[src/rtl/fetch_queue_if.sv]
// Handshake bundle between the fetch queue, the PC unit, instruction memory
// and decode.
//   master : the fetch queue (drives requests, pc_advance and the decode side)
//   slave  : the environment (PC unit, imem, decode)
interface fetch_queue_if #(
    parameter int ADDRESS_WIDTH = 32,
    parameter int DATA_WIDTH    = 32
);
    logic [ADDRESS_WIDTH-1:0] fetch_pc;
    logic                     pc_advance;
    logic                     flush;
    logic                     imem_req_valid;
    logic                     imem_req_ready;
    logic [ADDRESS_WIDTH-1:0] imem_req_addr;
    logic                     imem_resp_valid;
    logic [DATA_WIDTH-1:0]    imem_resp_data;
    logic                     out_valid;
    logic                     out_ready;
    logic [ADDRESS_WIDTH-1:0] out_pc;
    logic [DATA_WIDTH-1:0]    out_instr;

    modport master (
        input  fetch_pc, flush, imem_req_ready, imem_resp_valid, imem_resp_data, out_ready,
        output pc_advance, imem_req_valid, imem_req_addr, out_valid, out_pc, out_instr
    );

    modport slave (
        output fetch_pc, flush, imem_req_ready, imem_resp_valid, imem_resp_data, out_ready,
        input  pc_advance, imem_req_valid, imem_req_addr, out_valid, out_pc, out_instr
    );
endinterface

[src/rtl/fetch_queue.sv]
// Instruction-fetch queue sitting after the PC unit.
// Issues one imem request per PC, tells the PC unit to advance on each
// accepted request, keeps {pc, instr} pairs in an in-order circular buffer
// and hands them to decode over valid/ready. A flush drops everything queued
// and counts the responses still in flight so they are discarded on arrival.
// Ports:
//   clk  : rising-edge clock
//   rst  : asynchronous active-low reset
//   bus  : fetch_queue_if.master (PC unit, imem request/response, decode)
module fetch_queue #(
    parameter int ADDRESS_WIDTH = 32,
    parameter int DATA_WIDTH    = 32,
    parameter int DEPTH         = 4
) (
    input  logic          clk,
    input  logic          rst,
    fetch_queue_if.master bus
);
    localparam int PW  = $clog2(DEPTH);
    localparam int CW  = $clog2(DEPTH + 1);
    localparam int DCW = $clog2(2 * DEPTH + 1);

    logic [ADDRESS_WIDTH-1:0] pc_q    [DEPTH];
    logic [ADDRESS_WIDTH-1:0] pc_d    [DEPTH];
    logic [DATA_WIDTH-1:0]    instr_q [DEPTH];
    logic [DATA_WIDTH-1:0]    instr_d [DEPTH];
    logic [DEPTH-1:0]         filled_q, filled_d;
    logic [PW-1:0]            alloc_ptr_q, alloc_ptr_d;
    logic [PW-1:0]            fill_ptr_q, fill_ptr_d;
    logic [PW-1:0]            head_ptr_q, head_ptr_d;
    logic [CW-1:0]            occ_q, occ_d;
    logic [DCW-1:0]           drop_cnt_q, drop_cnt_d;

    logic [CW-1:0]            filled_cnt;
    logic [CW-1:0]            unfilled_cnt;
    logic                     fire;
    logic                     deq;

    // Filled flags are only ever set on allocated slots, so the allocated
    // but still-unfilled count is occupancy minus the filled population.
    always_comb begin
        filled_cnt = '0;
        for (int i = 0; i < DEPTH; i++) begin
            filled_cnt = filled_cnt + CW'(filled_q[i]);
        end
        unfilled_cnt = occ_q - filled_cnt;
    end

    // Registered occ only: a same-cycle dequeue does not open a slot.
    assign bus.imem_req_valid = rst && (occ_q < CW'(DEPTH)) && !bus.flush;
    assign bus.imem_req_addr  = bus.fetch_pc;
    assign fire               = bus.imem_req_valid && bus.imem_req_ready;
    assign bus.pc_advance     = fire;

    assign bus.out_valid = rst && filled_q[head_ptr_q] && (occ_q != '0) && !bus.flush;
    assign bus.out_pc    = pc_q[head_ptr_q];
    assign bus.out_instr = instr_q[head_ptr_q];
    assign deq           = bus.out_valid && bus.out_ready;

    always_comb begin
        pc_d        = pc_q;
        instr_d     = instr_q;
        filled_d    = filled_q;
        alloc_ptr_d = alloc_ptr_q;
        fill_ptr_d  = fill_ptr_q;
        head_ptr_d  = head_ptr_q;
        occ_d       = occ_q;
        drop_cnt_d  = drop_cnt_q;

        if (bus.flush) begin
            // Every unfilled slot still has a response coming; the one
            // arriving this cycle (if any) is already stale.
            occ_d      = '0;
            filled_d   = '0;
            fill_ptr_d = alloc_ptr_q;
            head_ptr_d = alloc_ptr_q;
            drop_cnt_d = drop_cnt_q + DCW'(unfilled_cnt) - DCW'(bus.imem_resp_valid);
        end else begin
            // Head, fill and alloc slots are always distinct when active.
            if (deq) begin
                filled_d[head_ptr_q] = 1'b0;
                head_ptr_d           = head_ptr_q + PW'(1);
            end
            if (bus.imem_resp_valid) begin
                if (drop_cnt_q != '0) begin
                    drop_cnt_d = drop_cnt_q - DCW'(1);
                end else begin
                    instr_d[fill_ptr_q]  = bus.imem_resp_data;
                    filled_d[fill_ptr_q] = 1'b1;
                    fill_ptr_d           = fill_ptr_q + PW'(1);
                end
            end
            if (fire) begin
                pc_d[alloc_ptr_q]     = bus.fetch_pc;
                filled_d[alloc_ptr_q] = 1'b0;
                alloc_ptr_d           = alloc_ptr_q + PW'(1);
            end
            occ_d = occ_q + CW'(fire) - CW'(deq);
        end
    end

    always_ff @(posedge clk or negedge rst) begin
        if (!rst) begin
            for (int i = 0; i < DEPTH; i++) begin
                pc_q[i]    <= '0;
                instr_q[i] <= '0;
            end
            filled_q    <= '0;
            alloc_ptr_q <= '0;
            fill_ptr_q  <= '0;
            head_ptr_q  <= '0;
            occ_q       <= '0;
            drop_cnt_q  <= '0;
        end else begin
            pc_q        <= pc_d;
            instr_q     <= instr_d;
            filled_q    <= filled_d;
            alloc_ptr_q <= alloc_ptr_d;
            fill_ptr_q  <= fill_ptr_d;
            head_ptr_q  <= head_ptr_d;
            occ_q       <= occ_d;
            drop_cnt_q  <= drop_cnt_d;
        end
    end

    a_occ_bound: assert property (@(posedge clk) disable iff (!rst)
        occ_q <= CW'(DEPTH));

    a_resp_expected: assert property (@(posedge clk) disable iff (!rst)
        bus.imem_resp_valid |-> (drop_cnt_q != '0 || unfilled_cnt != '0));
endmodule

[src/flat_wrapper.sv]
// flat-port wrapper written by rule: the top's interface ports become plain ports
module fetch_queue_flat 
#(
    parameter int ADDRESS_WIDTH = 32,
    parameter int DATA_WIDTH    = 32,
    parameter int DEPTH         = 4
)
  (clk, rst, bus_fetch_pc, bus_flush, bus_imem_req_ready, bus_imem_resp_valid, bus_imem_resp_data, bus_out_ready, bus_pc_advance, bus_imem_req_valid, bus_imem_req_addr, bus_out_valid, bus_out_pc, bus_out_instr);
  fetch_queue_if #(.ADDRESS_WIDTH(ADDRESS_WIDTH), .DATA_WIDTH(DATA_WIDTH)) bus_i ();
  input  logic clk;
  input  logic rst;
  input wire logic [$bits(bus_i.fetch_pc)-1:0] bus_fetch_pc;
  input wire logic [$bits(bus_i.flush)-1:0] bus_flush;
  input wire logic [$bits(bus_i.imem_req_ready)-1:0] bus_imem_req_ready;
  input wire logic [$bits(bus_i.imem_resp_valid)-1:0] bus_imem_resp_valid;
  input wire logic [$bits(bus_i.imem_resp_data)-1:0] bus_imem_resp_data;
  input wire logic [$bits(bus_i.out_ready)-1:0] bus_out_ready;
  output wire logic [$bits(bus_i.pc_advance)-1:0] bus_pc_advance;
  output wire logic [$bits(bus_i.imem_req_valid)-1:0] bus_imem_req_valid;
  output wire logic [$bits(bus_i.imem_req_addr)-1:0] bus_imem_req_addr;
  output wire logic [$bits(bus_i.out_valid)-1:0] bus_out_valid;
  output wire logic [$bits(bus_i.out_pc)-1:0] bus_out_pc;
  output wire logic [$bits(bus_i.out_instr)-1:0] bus_out_instr;
  assign bus_i.fetch_pc = bus_fetch_pc;
  assign bus_i.flush = bus_flush;
  assign bus_i.imem_req_ready = bus_imem_req_ready;
  assign bus_i.imem_resp_valid = bus_imem_resp_valid;
  assign bus_i.imem_resp_data = bus_imem_resp_data;
  assign bus_i.out_ready = bus_out_ready;
  assign bus_pc_advance = bus_i.pc_advance;
  assign bus_imem_req_valid = bus_i.imem_req_valid;
  assign bus_imem_req_addr = bus_i.imem_req_addr;
  assign bus_out_valid = bus_i.out_valid;
  assign bus_out_pc = bus_i.out_pc;
  assign bus_out_instr = bus_i.out_instr;
  fetch_queue #(.ADDRESS_WIDTH(ADDRESS_WIDTH), .DATA_WIDTH(DATA_WIDTH), .DEPTH(DEPTH)) u_core (.clk(clk), .rst(rst), .bus(bus_i));
endmodule
[config.mk]
export PLATFORM = sky130hd
export DESIGN_NAME = fetch_queue_flat
export DESIGN_NICKNAME = d
export VERILOG_FILES = /design/src/rtl/fetch_queue_if.sv /design/src/rtl/fetch_queue.sv /design/src/flat_wrapper.sv
export SDC_FILE = /design/constraint.sdc
export NUM_CORES = 1
export LEC_CHECK = 0
export BUFFER_PORTS_ARGS = -buffer_cell sky130_fd_sc_hd__buf_2
export CAP_MARGIN = 20
export CORE_MARGIN = 2
export CORE_UTILIZATION = 50
export CTS_CLUSTER_SIZE = 10
export DETAILED_ROUTE_END_ITERATION = 12
export MAX_ROUTING_LAYER = met4
export PLACE_DENSITY = 0.71
export RECOVER_POWER = 50
export SETUP_SLACK_MARGIN = 0.5
export SYNTH_ARGS = -nofsm -noshare
export SYNTH_HDL_FRONTEND = slang
export SYNTH_SLANG_ARGS = --single-unit
export TNS_END_PERCENT = 100
[constraint.sdc]
create_clock -name clk -period 6.55 [get_ports clk]
set_input_delay 1.31 -clock clk [delete_from_list [all_inputs] [get_ports clk]]
set_output_delay 1.31 -clock clk [all_outputs]
set_load 0.02 [all_outputs]
==> results of run 1 <==
==> flip-flops by register name, indices dropped and copies added, names as in the netlist <==
name                count
u_core.alloc_ptr_q      2
u_core.drop_cnt_q       4
u_core.fill_ptr_q       2
u_core.filled_q         4
u_core.head_ptr_q       2
u_core.instr_q        128
u_core.occ_q            3
u_core.pc_q           128
==> per-layer routing <==
layer | track usage | wire (um) | vias up
met3 | 0.0449 | 1300 | 42
met1 | 0.246 | 10600 | 3705
li1 | - | - | 3162
met4 | 0.0486 | 462 | 0
met5 | - | 0 | -
met2 | 0.318 | 11900 | 148
==> synth_stat cells, types with 3 or more instances <==
| cell type | count | area (um^2) |
|---|---|---|
| buf_1 | 3 | 11.3 |
| buf_2 | 9 | 45.0 |
| buf_4 | 32 | 240 |
| xnor2_1 | 9 | 78.8 |
| mux2_2 | 209 | 2350 |
| nand2_4 | 4 | 45.0 |
| a211o_1 | 4 | 35.0 |
| inv_1 | 21 | 78.8 |
| mux2_1 | 50 | 563 |
| fa_1 | 5 | 100 |
| o21ai_0 | 6 | 30.0 |
| a31oi_1 | 4 | 25.0 |
| nor2_1 | 4 | 15.0 |
| clkbuf_1 | 7 | 26.3 |
| nand2_1 | 13 | 48.8 |
| ha_1 | 24 | 300 |
| a211oi_1 | 3 | 22.5 |
| a21oi_1 | 8 | 40.0 |
| mux4_2 | 64 | 1440 |
| dfrtp_1 | 273 | 6830 |
| buf_6 | 25 | 282 |
| nor3_1 | 3 | 15.0 |
==> path summary, 6_finish.rpt <==
kind / start / end / slack (ps) / cells after the start
max: rst / u_core.instr_q[35]$_DFFE_PN0P_ / 2000 / 3
min: u_core.pc_q[44]$_DFFE_PN0P_ / u_core.pc_q[44]$_DFFE_PN0P_ / 480 / 1
max reg2reg: u_core.drop_cnt_q[0]$_DFFE_PN0P_ / u_core.instr_q[78]$_DFFE_PN0P_ / 3040 / 7
min reg2reg: u_core.pc_q[44]$_DFFE_PN0P_ / u_core.pc_q[44]$_DFFE_PN0P_ / 480 / 1
max in group clk: u_core.head_ptr_q[0]$_DFFE_PN0P_ / bus_out_pc[13] / 2360 / 3
min in group asynchronous: rst / u_core.pc_q[101]$_DFFE_PN0P_ / 770 / 1
==> metrics by stage <==
step / power, mW / std cells
6_report: 6.77 / 1280
5_1_grt: 7.19 / 1279
2_1_floorplan: 4.49 / 800
3_3_place_gp: 5.07 / 1231
3_5_place_dp: 5.14 / 1231
4_1_cts: 6.87 / 1277
==> critical path, stage by stage <==
cell and delay (ps):
buf_8 400, clkbuf_1 2250, buf_4 1000
==> kinds of logic after synthesis <==
kind of cell,synth area share
adder cells (fa/ha/maj),0.0313
AND/OR/NAND/NOR,0.0166
buffers and inverters,0.0534
flip-flops,0.534
XOR/XNOR,0.00753
multiplexers,0.342
AO/OA/AOI/OAI,0.0152
==> power breakdown <==
| part | total [mW] | internal [mW] | switching [mW] |
|---|---|---|---|
| clock network | 1.68 | 1.03 | 0.648 |
| logic | 2.31 | 1.23 | 1.08 |
| registers | 2.79 | 2.40 | 0.390 |
| total | 6.77 | 4.65 | 2.11 |
==> area by class of cell <==
class | instances | area share
clock buffer | 45 | 0.0673
inverter | 21 | 0.00544
timing repair buffer | 177 | 0.0619
tap | 330 | 0.0285
sequential | 273 | 0.472
antenna | 3 | 0.000518
multi-input combinational | 430 | 0.364
clock inverter | 1 | 0.000604
==> results_dict.tcl, run 1 <==
set metrics [dict create \
    gp_congestion 0.799 \
    grt_use_total 0.194 \
    io_buffers 168 \
    fmax_mhz 220 \
    final_cell_mix "dfrtp_1, mux2_2, buf_2" \
    cap_violations 5 \
    finalCriticalPeriod_ps 4550 \
    ys.flop_type "dfrtp_1" \
    grt_max_degree 77 \
    clockRootBuffer "clkbuf_16" \
    drive_gt1_frac 0.520 \
    powerDensity_nw_per_um2 467 \
    cts_tree "done" \
    clk_latency_ps 490 \
    drt_first_pass_iters 4 \
    rows 58 \
    holdBufCountCts 0 \
    htree_levels 2 \
    die_h_um 164 \
    holdWs_ps 484 \
    avgSynthCellArea_um2 16.0 \
    synth_nets 899 \
    overflow 0 \
    design.die.area_um2 26900 \
    hpwl_um 14600 \
    irDropWorstVdd_mv 0.281 \
    ctsResizeCount 0 \
    setup_viol 0 \
    routed_wl_um 24300 \
    cts.sinks 273 \
    drc_errors 0 \
    finalWorstSetupSlack_ps 2000 \
    synth_edf_count 0 \
    avgRoutedWirePerCell_um 19.0 \
    initial_utilization 0.508 \
    grt_first_pass_wirelength_um 39700 \
    worst_slew_pin_slew_ps 3110 \
    post_cts_buffers 0 \
    clock_skew_ps 9.01 \
    drtIter0Drc 310 \
    violations "capacitance limit, slew limit" \
    cp_data_required_time_ps 7050 \
    critPathLaunchType "primary input" \
    post-place-ws_ps 2320 \
    slew_headroom -1.07 \
    ios 169 \
    seq_area_frac_synth 0.534 \
    ys_ff_latch 273 \
    p_leak_nw 7.05 \
    via_per_inst 5.51 \
    numCtsBuffers 34 \
    cp.arrival_ps 5050 \
    stdcell_area_um2 14500 \
    synthesis.area_um2 12800 \
    ant_nets 0 \
    outcome "finished with violations" \
    path_class "primary input to async pin" \
    nFillCells 2030 \
    seq_area_um2 6840 \
    placed_area_um2 13500 \
    multi_input_area_um2 5280 \
    syn_inst 800 \
    synthArstFlopShare 1.00 \
    end_kind "async pin" \
    nNetsFinal 1036 \
    fin_tns_setup_ps 0 \
    path_max_fanout 76 \
    finalCritPeriodShare 0.695 \
    yosysWarningCount 0 \
    die_w_um 164 \
    grt_pass1_vias 7575 \
    final_util 0.576 \
    clock_path_buffers 3 \
    hold_class "register to register" \
    antenna_found_initial 2 \
    num_vias 7057 \
    area_growth_pct 13.3 \
    ys_types 38 \
    mostFrequentLayoutCell "dfrtp_1" \
    grt_setup_unrepaired "no" \
    hold_viol 0 \
    coreArea_um2 25200 \
    maxSlewViolCount 192 \
    path_clk_slew_ps 50 \
]
(Power assumes the default switching activity.)
==> run 2: changes to the inputs <==
--- a/config.mk
+++ b/config.mk
@@ -5,6 +5,7 @@
 export SDC_FILE = /design/constraint.sdc
 export NUM_CORES = 1
 export LEC_CHECK = 0
+export ABC_AREA = 1
 export BUFFER_PORTS_ARGS = -buffer_cell sky130_fd_sc_hd__buf_2
 export CAP_MARGIN = 20
 export CORE_MARGIN = 2
@@ -12,7 +13,7 @@
 export CTS_CLUSTER_SIZE = 10
 export DETAILED_ROUTE_END_ITERATION = 12
 export MAX_ROUTING_LAYER = met4
-export PLACE_DENSITY = 0.71
+export PLACE_DENSITY = 0.7
 export RECOVER_POWER = 50
 export SETUP_SLACK_MARGIN = 0.5
 export SYNTH_ARGS = -nofsm -noshare
==> constraint.sdc (replaced) <==
create_clock -name clk -period 4.2 [get_ports clk]
set_input_delay 0.84 -clock clk [delete_from_list [all_inputs] [get_ports clk]]
set_output_delay 0.84 -clock clk [all_outputs]
set_load 0.02 [all_outputs]
==> results_dict.tcl, run 2 <==
set metrics [dict create \
    io_buffers 168 \
    final_util 0.557 \
    synth_nets 1668 \
    yosysTopAreaCell "dfrtp_1" \
    slowest_stage "clkinvlp_2" \
    drtIter0Drc 850 \
    grt_max_degree 123 \
    setup_viol 0 \
    ys.flop_type "dfrtp_1" \
    maxSlewViolCount 190 \
    drive_gt1_frac 0.129 \
    numCtsBuffers 31 \
    seq_area_frac_synth 0.515 \
    end_kind "output port" \
    worst_slew_pin_slew_ps 2970 \
    path_class "primary input to output port" \
    multi_input_area_um2 5210 \
    path_max_fanout 22 \
    design.die.area_um2 27800 \
    finalCriticalPeriod_ps 3570 \
    hold_viol 0 \
    nFillCells 2485 \
    synth.most_common_cell "nand2_1" \
    critPathLaunchType "primary input" \
    die_w_um 167 \
    clk_latency_ps 560 \
    routed_wl_um 33000 \
    crit_chain "buf_4 -> clkinvlp_2 -> nand2_4 -> nor2_1 -> nand2_1 -> clkinvlp_2 -> buf_2" \
    slew_headroom -0.983 \
    cts.sinks 273 \
    path_clk_slew_ps 60 \
    initial_utilization 0.509 \
    grt_setup_unrepaired "no" \
    synthesis.area_um2 13300 \
    area_growth_pct 9.37 \
    mostFrequentLayoutCell "nand2_1" \
    ios 169 \
    yosysWarningCount 0 \
    nNetsFinal 1748 \
    yosys-top-cells-area "dfrtp_1, nand2_1, o21ai_0, nor2_1, buf_6" \
    holdWs_ps 132 \
    die_h_um 167 \
    gp_congestion 0.798 \
    avgSynthCellArea_um2 8.45 \
    antenna_found_initial 6 \
    clock_skew_ps 22.0 \
    rows 59 \
    violations "capacitance limit, slew limit" \
    yosys.area.top_type_share 0.515 \
    coreArea_um2 26100 \
    cts_tree "done" \
    htree_levels 1 \
    syn_inst 1569 \
    hpwl_um 18900 \
    num_vias 10869 \
    avgRoutedWirePerCell_um 16.5 \
    largestRegisters "u_core.instr_q: 128 flops, u_core.pc_q: 128 flops" \
    synth_edf_count 0 \
    synthArstFlopShare 1.00 \
    grt_pass1_vias 10516 \
    fin_tns_setup_ps 0 \
    p_leak_nw 7.39 \
    outcome "finished with violations" \
    grt_first_pass_wirelength_um 54400 \
    synthTopCellsByCount "nand2_1, o21ai_0, dfrtp_1" \
    powerDensity_nw_per_um2 716 \
    drc_errors 0 \
    cap_violations 3 \
    irDropWorstVdd_mv 0.507 \
    finalCritPeriodShare 0.849 \
    hold_class "primary input to async pin" \
    critPathMaxStageDelay_ps 590 \
    grt_use_total 0.242 \
    ys_ff_latch 273 \
    ys_types 26 \
    final_cell_mix "nand2_1, o21ai_0, dfrtp_1" \
    seq_area_um2 6840 \
    via_per_inst 5.45 \
    ant_nets 0 \
    overflow 0 \
    clockRootBuffer "clkbuf_16" \
    cp.arrival_ps 2730 \
    clock_path_buffers 3 \
    drt_first_pass_iters 5 \
    path_common_cell "clkinvlp_2" \
    fmax_mhz 280 \
    cp_data_required_time_ps 3360 \
    holdBufCountCts 0 \
]
## run 2: critical path, delay by kind of cell
| kind | cells | cell delay, ps |
|---|---|---|
| buffers and inverters | 4 | 1380 |
| AND/OR/NAND/NOR | 3 | 490 |
## run 2: worst paths after layout
check / from / end / slack [ps] / cells after the start
min reg2reg: u_core.pc_q[82]$_DFFE_PN0P_ / u_core.pc_q[82]$_DFFE_PN0P_ / 470 / 2
max reg2reg: u_core.filled_q[2]$_DFF_PN0_ / u_core.drop_cnt_q[3]$_DFFE_PN0P_ / 650 / 15
min: rst / u_core.instr_q[27]$_DFFE_PN0P_ / 130 / 1
max in group asynchronous: rst / u_core.pc_q[117]$_DFFE_PN0P_ / 950 / 2
max: bus_flush / bus_pc_advance / 630 / 7
min in group clk: u_core.pc_q[82]$_DFFE_PN0P_ / u_core.pc_q[82]$_DFFE_PN0P_ / 470 / 2
## run 2: logic make-up (layout without fill, tap and decap cells)
family	Yosys count	after routing	synth area share
fa+ha+maj	29	29	0.0302
compound gates	470	470	0.188
other cells	0	6	0
flops	273	273	0.515
xor+xnor	6	6	0.00396
buf+inv	207	293	0.0908
simple gates	584	584	0.172
## run 2: what timing repair did
| item | in CTS | in global routing |
|---|---|---|
| endpoints found under the setup margin | 0 | 1 |
| setup buffers | 0 | 0 |
| endpoints found under the hold margin | 0 | 0 |
| gates resized for setup | 0 | 3 |
## run 2: through the flow
stage / setup slack, ps / std cells / power, mW / cell area (um^2)
detailed placement: 652 / 1951 / 8.14 / 13800
global placement: 660 / 1951 / 8.02 / 13800
CTS: 625 / 1990 / 10.5 / 14600
finish: 634 / 1996 / 10.4 / 14500
floorplan: 793 / 1569 / 6.96 / 13300
global route: 293 / 1996 / 11.2 / 14500
## run 2: report_power, final
group | switching, mW | total, mW | internal (mW)
Combinational | 2.47 | 3.80 | 1.33
Clock | 0.992 | 2.30 | 1.31
Sequential | 0.562 | 4.29 | 3.73
Total | 4.03 | 10.4 | 6.37
## run 2: layer usage
metal | global-route usage | up-vias | share of wire
met5 | - | - | 0
met4 | 0.0536 | 0 | 0.019
met1 | 0.327 | 5214 | 0.45
li1 | - | 5287 | -
met3 | 0.0444 | 42 | 0.071
met2 | 0.386 | 326 | 0.46
## run 2: cell type report
class,instances,share of cell area
well taps,335,0.0289
multi-input cells,1089,0.359
flip-flops and latches,273,0.471
clock buffers,37,0.0550
diodes,6,0.00104
clock inverters,2,0.000949
repair buffers,190,0.0670
inverters,64,0.0169
==> run 3: changes to the inputs <==
--- a/config.mk
+++ b/config.mk
@@ -13,7 +13,7 @@
 export CTS_CLUSTER_SIZE = 10
 export DETAILED_ROUTE_END_ITERATION = 12
 export MAX_ROUTING_LAYER = met4
-export PLACE_DENSITY = 0.7
+export PLACE_DENSITY = 0.73
 export RECOVER_POWER = 50
 export SETUP_SLACK_MARGIN = 0.5
 export SYNTH_ARGS = -nofsm -noshare
==> constraint.sdc (replaced) <==
create_clock -name clk -period 3.1 [get_ports clk]
set_input_delay 0.62 -clock clk [delete_from_list [all_inputs] [get_ports clk]]
set_output_delay 0.62 -clock clk [all_outputs]
set_load 0.02 [all_outputs]
==> results_dict.tcl, run 3 (synthesis gave the netlist of run 2 again) <==
set metrics [dict create \
    p_int_mw 10.9 \
    drive_gt1_frac 0.268 \
    final_util 0.664 \
    p_switching_mw 7.08 \
    routed_wl_um 40500 \
    finalCriticalPeriod_ps 3350 \
    gp_congestion 0.787 \
    numCtsBuffers 34 \
    htree_levels 2 \
    multi_input_area_um2 6270 \
    hold_viol 0 \
    drtIter0Drc 1248 \
    power.share.clock 0.203 \
    placed_area_um2 13900 \
    hpwl_um 19100 \
    grt_first_pass_wirelength_um 61000 \
    final_cell_mix "nand2_1, dfrtp_1, o21ai_0" \
    critPathMaxStageDelay_ps 470 \
    critPathLaunchType "register" \
    irDropWorstVdd_mv 0.812 \
    holdWs_ps 347 \
    cp_data_required_time_ps 3500 \
    crit_chain "ha_1 -> fa_1 -> fa_2 -> fa_2 -> xnor2_2 -> xor2_1 -> ha_1 -> inv_2 -> ha_4 -> a21oi_2 -> nand2_2 -> a21oi_2 -> o21ai_1 -> nand2_1 -> nand2_1" \
    antenna_found_initial 3 \
    largestRegisters "u_core.instr_q: 128 flops, u_core.pc_q: 128 flops" \
    cts.sinks 273 \
    slowest_stage "fa_1" \
    drc_errors 0 \
    power_mw 18.0 \
    p_leak_nw 8.40 \
    grt_max_degree 162 \
    grt.met2_usage 0.438 \
    design.die.area_um2 27800 \
    mostFrequentLayoutCell "nand2_1" \
    powerDensity_nw_per_um2 1040 \
    grt_pass1_vias 11786 \
    grt_use_total 0.277 \
    die_w_um 167 \
    coreArea_um2 26100 \
    path_max_fanout 3 \
    slew_headroom -0.0246 \
    clk_latency_ps 530 \
    netSwitchingFraction 0.393 \
    overflow 0 \
    fmax_mhz 298 \
    finalWorstSetupSlack_ps -254 \
    clockRootBuffer "clkbuf_16" \
    end_kind "register" \
    globalRouteMet3Util 0.0506 \
    initial_utilization 0.509 \
    pwr-share-seq 0.339 \
    holdBufCountCts 0 \
    nNetsFinal 1813 \
    avgRoutedWirePerCell_um 19.6 \
    maxSlewViolCount 88 \
    grt_setup_unrepaired "yes" \
    nFillCells 2039 \
    r2r_setup_slack_ps -250 \
    p_comb_frac 0.458 \
    cap_violations 0 \
    crit_buf_inv 1 \
    cts_tree "done" \
    num_vias 11983 \
    rows 59 \
    finalCritPeriodShare 1.08 \
    ios 169 \
    area_growth_pct 30.4 \
    violations "slew limit, setup timing" \
    cp.arrival_ps 3760 \
    io_buffers 168 \
    critPathTopFamily "adder cells" \
    path_class "register to register" \
    clock_path_buffers 3 \
    grt.busiest_layer "met2" \
    stdcell_count 2065 \
    hold_class "primary input to register" \
    stdcell_area_um2 17300 \
    path_clk_slew_ps 60 \
    seq_area_um2 6840 \
    worst_slew_pin_slew_ps 1540 \
    drt_first_pass_iters 5 \
    ant_nets 0 \
    setup_viol 3 \
    via_per_inst 5.80 \
    placedCellCount 1961 \
    die_h_um 167 \
    outcome "finished with violations" \
    clock_skew_ps 16.2 \
    grtUsageMet1 0.356 \
]
run 3: metal layers:
metal  vias up  part of all wire
met4         0             0.036
met1      5863              0.40
li1       5458                 -
met5         -                 0
met2       547              0.48
met3       115             0.083
run 3: final timing paths:
check / from / to / cells past startpoint
min reg2reg: u_core.pc_q[42]$_DFFE_PN0P_ / u_core.pc_q[42]$_DFFE_PN0P_ / 2
max in group asynchronous: rst / u_core.head_ptr_q[0]$_DFFE_PN0P_ / 3
min: bus_imem_resp_data[23] / u_core.instr_q[23]$_DFFE_PN0P_ / 3
max reg2reg: u_core.filled_q[0]$_DFF_PN0_ / u_core.drop_cnt_q[3]$_DFFE_PN0P_ / 15
max: u_core.filled_q[0]$_DFF_PN0_ / u_core.drop_cnt_q[3]$_DFFE_PN0P_ / 15
min in group asynchronous: rst / u_core.pc_q[5]$_DFFE_PN0P_ / 2
run 3: metrics by stage:
step,setup TNS (ps),setup slack (ps)
detailed placement,-712,-349
global placement,-491,-272
CTS,-645,-298
floorplan,-172,-172
global route,-5840,-413
finish,-502,-254
run 3: final cells by class:
| class | instances | area share |
|---|---|---|
| sequential | 273 | 0.395 |
| multi-input combinational | 1089 | 0.363 |
| timing repair buffer | 251 | 0.145 |
| clock buffer | 45 | 0.0533 |
| tap | 335 | 0.0242 |
| inverter | 64 | 0.0150 |
| clock inverter | 4 | 0.00369 |
| timing repair inverter | 1 | 0.000507 |
| antenna | 3 | 0.000434 |
run 3: power groups by stage:
stage / clock (mW) / sequential [mW] / combinational [mW]
floorplan: 0 / 5.62 / 3.84
global placement: 0 / 5.77 / 5.19
detailed placement: 0 / 5.83 / 5.34
CTS: 3.68 / 5.95 / 7.12
global route: 3.82 / 6.26 / 8.90
finish: 3.65 / 6.10 / 8.24
run 3: worst register-to-register path, delay by kind of cell, from the launching register on:
kind,cells,cell delay (ps)
fa+ha+maj,6,2030
buf+inv,1,40
compound gates,3,320
flops,1,380
xor+xnor,2,290
simple gates,3,180
run 3: what timing repair did:
item | in CTS | in global routing
gates cloned | 13 | 13
gates resized for setup | 333 | 154
endpoints found under the setup margin | 61 | 61
pin swaps | 85 | 56
buffers inserted | 21 | 5
endpoints found under the hold margin | 0 | 0
